==> config.mk <==
export PLATFORM = sky130hd
export DESIGN_NAME = rggen_register_access_controller
export DESIGN_NICKNAME = d
export VERILOG_FILES = /design/src/rtl/rggen_rtl_pkg.sv /design/src/rtl/rggen_register_response_mux.sv /design/src/rtl/rggen_register_access_controller.sv
export SDC_FILE = /design/constraint.sdc
export NUM_CORES = 1
export LEC_CHECK = 0
export ABC_CLOCK_PERIOD_IN_PS = 2300
export BUFFER_PORTS_ARGS = -buffer_cell sky130_fd_sc_hd__buf_4
export CORE_UTILIZATION = 48
export CTS_CLUSTER_SIZE = 20
export DETAILED_ROUTE_END_ITERATION = 8
export GPL_TIMING_DRIVEN = 0
export PLACE_DENSITY = 0.85
export REMOVE_ABC_BUFFERS = 1
export SYNTH_ARGS = -nofsm -noshare
export SYNTH_HDL_FRONTEND = slang
export SYNTH_SLANG_ARGS = --single-unit
==> constraint.sdc <==
create_clock -name clk -period 2.3 [get_ports clk]
set_input_delay 0.115 -clock clk [delete_from_list [all_inputs] [get_ports clk]]
set_output_delay 0.115 -clock clk [all_outputs]
set_load 0.02 [all_outputs]
==> src/rtl/rggen_rtl_pkg.sv <==
// Shared types for the register access controller: host response status
// encoding and the controller state encoding.
package rggen_rtl_pkg;

    typedef enum logic [1:0] {
        RGGEN_OKAY         = 2'b00,
        RGGEN_EXOKAY       = 2'b01,
        RGGEN_SLAVE_ERROR  = 2'b10,
        RGGEN_DECODE_ERROR = 2'b11
    } rggen_status;

    typedef enum logic [1:0] {
        RGGEN_STATE_IDLE     = 2'd0,
        RGGEN_STATE_ACCESS   = 2'd1,
        RGGEN_STATE_RESPONSE = 2'd2
    } rggen_controller_state;

endpackage

==> src/rtl/rggen_register_response_mux.sv <==
// Combinational gather of per-slot select/ready/status/read data into a single
// decode-valid flag, a ready hit and the muxed status and read data.
module rggen_register_response_mux
    import rggen_rtl_pkg::*;
#(
    parameter int DATA_WIDTH      = 32,
    parameter int TOTAL_REGISTERS = 1
)(
    input  logic [TOTAL_REGISTERS-1:0]            i_select,
    input  logic [TOTAL_REGISTERS-1:0]            i_ready,
    input  logic [2*TOTAL_REGISTERS-1:0]          i_status,
    input  logic [DATA_WIDTH*TOTAL_REGISTERS-1:0] i_read_data,
    output logic                                  select_valid,
    output logic                                  ready_hit,
    output rggen_status                           status,
    output logic [DATA_WIDTH-1:0]                 read_data
);

    logic [1:0] status_or;

    // Exactly one slot selecting: non-zero and a power of two.
    assign select_valid = (|i_select) &&
        ((i_select & (i_select - TOTAL_REGISTERS'(1))) == '0);

    // Unselected slots cannot contribute a ready.
    assign ready_hit = |(i_select & i_ready);

    always_comb begin
        status_or = '0;
        read_data = '0;
        for (int n = 0; n < TOTAL_REGISTERS; n++) begin
            if (i_select[n]) begin
                status_or = status_or | i_status[2*n+:2];
                read_data = read_data | i_read_data[DATA_WIDTH*n+:DATA_WIDTH];
            end
        end
    end

    assign status = rggen_status'(status_or);

endmodule

==> src/rtl/rggen_register_access_controller.sv <==
// Host-side access controller: latches one command, broadcasts it to all
// register slots, waits for the selected slot and returns one response.
module rggen_register_access_controller
    import rggen_rtl_pkg::*;
#(
    parameter int ADDRESS_WIDTH   = 16,
    parameter int DATA_WIDTH      = 32,
    parameter int TOTAL_REGISTERS = 1,
    parameter int TIMEOUT_CYCLES  = 0
)(
    input  logic                                  clk,
    input  logic                                  rst,
    input  logic                                  i_cmd_valid,
    output logic                                  o_cmd_ready,
    input  logic [ADDRESS_WIDTH-1:0]              i_cmd_address,
    input  logic                                  i_cmd_write,
    input  logic [DATA_WIDTH-1:0]                 i_cmd_write_data,
    input  logic [DATA_WIDTH/8-1:0]               i_cmd_strobe,
    output logic                                  o_rsp_valid,
    input  logic                                  i_rsp_ready,
    output logic [1:0]                            o_rsp_status,
    output logic [DATA_WIDTH-1:0]                 o_rsp_read_data,
    output logic                                  o_request,
    output logic [ADDRESS_WIDTH-1:0]              o_address,
    output logic                                  o_write,
    output logic [DATA_WIDTH-1:0]                 o_write_data,
    output logic [DATA_WIDTH/8-1:0]               o_strobe,
    input  logic [TOTAL_REGISTERS-1:0]            i_select,
    input  logic [TOTAL_REGISTERS-1:0]            i_ready,
    input  logic [2*TOTAL_REGISTERS-1:0]          i_status,
    input  logic [DATA_WIDTH*TOTAL_REGISTERS-1:0] i_read_data
);

    localparam logic [1:0] IDLE     = RGGEN_STATE_IDLE;
    localparam logic [1:0] ACCESS   = RGGEN_STATE_ACCESS;
    localparam logic [1:0] RESPONSE = RGGEN_STATE_RESPONSE;

    localparam int COUNTER_WIDTH = (TIMEOUT_CYCLES > 0) ? $clog2(TIMEOUT_CYCLES + 1) : 1;
    localparam int TIMEOUT_LAST  = (TIMEOUT_CYCLES > 0) ? TIMEOUT_CYCLES - 1 : 0;

    logic [1:0]               state;
    logic [COUNTER_WIDTH-1:0] counter;
    rggen_status              rsp_status;
    logic                     select_valid;
    logic                     ready_hit;
    rggen_status              mux_status;
    logic [DATA_WIDTH-1:0]    mux_read_data;
    logic                     timeout_hit;

    rggen_register_response_mux #(
        .DATA_WIDTH      (DATA_WIDTH),
        .TOTAL_REGISTERS (TOTAL_REGISTERS)
    ) u_response_mux (
        .i_select     (i_select),
        .i_ready      (i_ready),
        .i_status     (i_status),
        .i_read_data  (i_read_data),
        .select_valid (select_valid),
        .ready_hit    (ready_hit),
        .status       (mux_status),
        .read_data    (mux_read_data)
    );

    assign timeout_hit = (TIMEOUT_CYCLES != 0) && (counter == COUNTER_WIDTH'(TIMEOUT_LAST));

    always_ff @(posedge clk) begin
        if (rst) begin
            state           <= IDLE;
            counter         <= '0;
            o_address       <= '0;
            o_write         <= 1'b0;
            o_write_data    <= '0;
            o_strobe        <= '0;
            rsp_status      <= RGGEN_OKAY;
            o_rsp_read_data <= '0;
        end else begin
            case (state)
                IDLE: begin
                    if (i_cmd_valid) begin
                        o_address    <= i_cmd_address;
                        o_write      <= i_cmd_write;
                        o_write_data <= i_cmd_write_data;
                        o_strobe     <= i_cmd_strobe;
                        counter      <= '0;
                        state        <= ACCESS;
                    end
                end
                // Decode error outranks ready, and ready outranks timeout.
                ACCESS: begin
                    if (!select_valid) begin
                        rsp_status      <= RGGEN_DECODE_ERROR;
                        o_rsp_read_data <= '0;
                        state           <= RESPONSE;
                    end else if (ready_hit) begin
                        rsp_status      <= mux_status;
                        o_rsp_read_data <= o_write ? '0 : mux_read_data;
                        state           <= RESPONSE;
                    end else if (timeout_hit) begin
                        rsp_status      <= RGGEN_SLAVE_ERROR;
                        o_rsp_read_data <= '0;
                        state           <= RESPONSE;
                    end else begin
                        counter <= counter + COUNTER_WIDTH'(1);
                    end
                end
                RESPONSE: begin
                    if (i_rsp_ready) begin
                        o_rsp_read_data <= '0;
                        state           <= IDLE;
                    end
                end
                default: state <= IDLE;
            endcase
        end
    end

    assign o_cmd_ready  = (state == IDLE);
    assign o_request    = (state == ACCESS);
    assign o_rsp_valid  = (state == RESPONSE);
    assign o_rsp_status = rsp_status;

endmodule

==> flow_summary.toml <==
[outcome]
status = "finished, final reports clean"

[critical_path]
worstPathMaxFanout = 53
cpMaxStageDelayCell = "and2_2"
critPathRequiredTime_ns = 2.56
worst_path_largest_cell_delay_ns = 0.81
worstRegToRegCells = 5
rrSetupSlack_ns = 0.29
end_kind = "register"
startpoint_type = "register"
cp_num_buf_inv = 1
critPathKind = "reg -> reg"
path_cells = "inv_1, ha_1, and2_2, nand2_1, a21oi_1"
worstReg2RegEnd = "o_write_data[22]"
path_delay_family = "simple AND/OR/NAND/NOR gates"
rr_startpoint = "state[1]"
crit_arrival_ns = 2.27

[global_route]
antenna_found_initial = 0
grt_util_met3_pct = 8.571
gr-total-overflow = 0
first_global_vias = 3230
gr-usage-met1_pct = 25.60
grt_first_pass_wirelength_mm = 14.33
grt_use_met2_pct = 44.44
grt_usage_pct = 24.41
grt-busiest-layer = "met2"
grt_max_degree = 91

[sta]
setup_viol = 0
slew_headroom_pct = 35.76
grt_setup_unrepaired = "false"
slew_violations = 0
period_share_pct = 87.39
postLayoutSetupSlackWorst_ns = 0.2900
finalHoldViolations = 0
tightest_slew_ns = 0.9636
finClkSkew_ns = 0.01324
fmax_ghz = 0.4975
fin_crit_ns = 2.010

[clocking]
insertion_delay_ns = 0.34
clk_path_buf_depth = 2
clock_sinks = 89
cts_root_buf = "clkbuf_8"
h-tree-depth = 3
post_cts_buffers = 0
cts_buffers = 9
path_clk_slew_ns = 0.09
cts_tree = "yes"

[detailed_routing]
via_per_inst = 4.844
finalWirelength_mm = 9.320
dr.first_iter.drc_count = 88
dr.pass1.iters = 7
ant_nets = 0
drc = 0
wl_per_cell_um = 13.63
num_vias = 3313

[min_path]
worstHoldEndpoint = "o_rsp_read_data[0]"
hp-start = "i_read_data[0]"
worstHoldPathCells = 3
hp-class = "in -> reg"

[pwr]
power-per-cell-area_mw_per_mm2 = 739.1
peakVddDrop_uv = 397.4
p_leak_nw = 2.477

[layout]
fillCellCount = 487
syn_to_final_growth_pct = 52.29
stdcell_area_mm2 = 0.005233
n_antenna_cell = 0
nNetsFinal = 680
layout-drive-gt1-share_pct = 34.86

[die]
ioPinCount = 183
initial_core_util_pct = 50.02
core_mm2 = 0.006869
die_w_um = 86.61
die_y_um = 86.61
row_count = 30
dieArea_mm2 = 0.007500

[yosys]
ys_seq_area_share_pct = 51.86
yosysWarnings = 0
syn_avg_cell_area_um2 = 8.633
syn_area_mm2 = 0.003436
ys_ff_latch = 89
synth_top_cell_area_share_pct = 51.86
synthCells = 398
synth_cell_types = 22
synth_top_area_cell = "dfxtp_1"
netlist_top_cells_area = "dfxtp_1 52%, nand2_1 15%, mux2i_1 9.3%"

[placed_design]
numPortBuffers = 182
dp_hpwl_mm = 6.356
pre_cts_ws_ns = -0.006803
placed_area_mm2 = 0.004817
routabilityCongestion = 0.7251

[flow_run]
max_cap_violations = 0
-- cells in the mapped netlist (all sizes together) --
cell type and count:
a21oi 56, a311oi 1, a31o 1, a31oi 1, and2 1, buf 14
clkbuf 13, dfxtp 89, ha 4, inv 3, mux2i 32, nand2 139
nand2b 35, nand3 2, nand3b 1, nand4 1, nor2 2, nor3 2
nor4b 1
-- state kept, by name (all words and copies together) (netlist names) --
signal,count
state,2
o_rsp_status,2
o_write_data,32
o_write,1
o_address,16
o_strobe,4
o_rsp_read_data,32
-- repair_timing --
action | CTS | global route
endpoints found under the hold margin | 17 | 0
hold buffers | 17 | 0
setup endpoints to repair | 9 | 0
gates resized for setup | 1 | 0
-- cells in the final DEF, fill, tap and decap left out, drive strengths merged --
master	synthesis	layout
ha	4	4
a31oi	1	1
and2	1	1
nor4b	1	1
nand3b	1	1
a311oi	1	1
nand2b	35	35
a21oi	56	56
nand4	1	1
nor3	2	2
dlygate4sd3	0	17
clkbuf	13	11
dfxtp	89	89
nor2	2	2
a31o	1	1
buf	14	184
inv	3	4
bufinv	0	2
nand3	2	2
mux2i	32	32
clkinv	0	2
nand2	139	139
-- per-layer routing --
layer | wire [um] | share of wire (%)
met5 | 0 | 0
met2 | 4566 | 49
met4 | 148 | 1.6
met3 | 988 | 11
met1 | 3616 | 39
-- worst max-delay path by stage --
| stage | slack, ns | startpoint | to | cells past startpoint |
|---|---|---|---|---|
| 5_1_grt | 0.13 | state[1] | o_write_data[22] | 5 |
| 2_1_floorplan | 0.28 | state[1] | o_address[0] | 5 |
| 4_1_cts | 0.32 | state[0] | o_rsp_read_data[26] | 6 |
| 3_5_place_dp | -0.007 | state[0] | o_rsp_read_data[31] | 5 |
| 3_3_place_gp | -0.12 | state[0] | o_rsp_read_data[26] | 5 |
| 6_report | 0.29 | state[1] | o_write_data[22] | 5 |
-- kinds of logic (layout without fill, tap and decap cells) --
logic type / after synthesis / in the layout / synth area share, %
adder cells (fa/ha/maj): 4 / 4 / 1.457
buffers and inverters: 30 / 220 / 4.734
multiplexers: 32 / 32 / 9.323
AND/OR/NAND/NOR: 184 / 184 / 23.78
flip-flops: 89 / 89 / 51.86
AO/OA/AOI/OAI: 59 / 59 / 8.849
-- layout make-up --
type	instances	area [um^2]	share of cell area, %
Clock buffer	11	151.4	2.893
Clock inverter	5	86.33	1.650
Inverter	3	11.26	0.2152
Multi-Input combinational cell	279	1503	28.72
Sequential cell	89	1782	34.05
Tap cell	96	120.1	2.296
Timing Repair Buffer	201	1579	30.18
-- worst register-to-register path: stages (launching register included) --
cell and delay, ns:
dfxtp_1 0.32, inv_1 0.12, ha_1 0.26, and2_2 0.81, nand2_1 0.22, a21oi_1 0.20
-- metrics by stage --
step | power, mW | hold WS (ns) | cells | utilization, % | setup TNS (ns)
2_1_floorplan | 2.222 | 0.1841 | 371 | - | 0
3_3_place_gp | 2.614 | 0.3625 | 649 | 69.45 | -5.970
3_5_place_dp | 2.655 | 0.3718 | 651 | 70.13 | -0.01059
4_1_cts | 3.901 | 0.0002208 | 684 | 76.17 | 0
5_1_grt | 4.035 | 0.007273 | 684 | 76.17 | 0
6_report | 3.868 | 0.01652 | 684 | 76.17 | 0
-- where the power goes --
part	internal, mW	leakage [nW]	switching [mW]
registers	1.66	0.728	0.0633
logic	0.427	1.63	0.492
clock network	0.679	0.120	0.547
total	2.77	2.48	1.10
No activity file was read; power rests on OpenSTA's default activity.
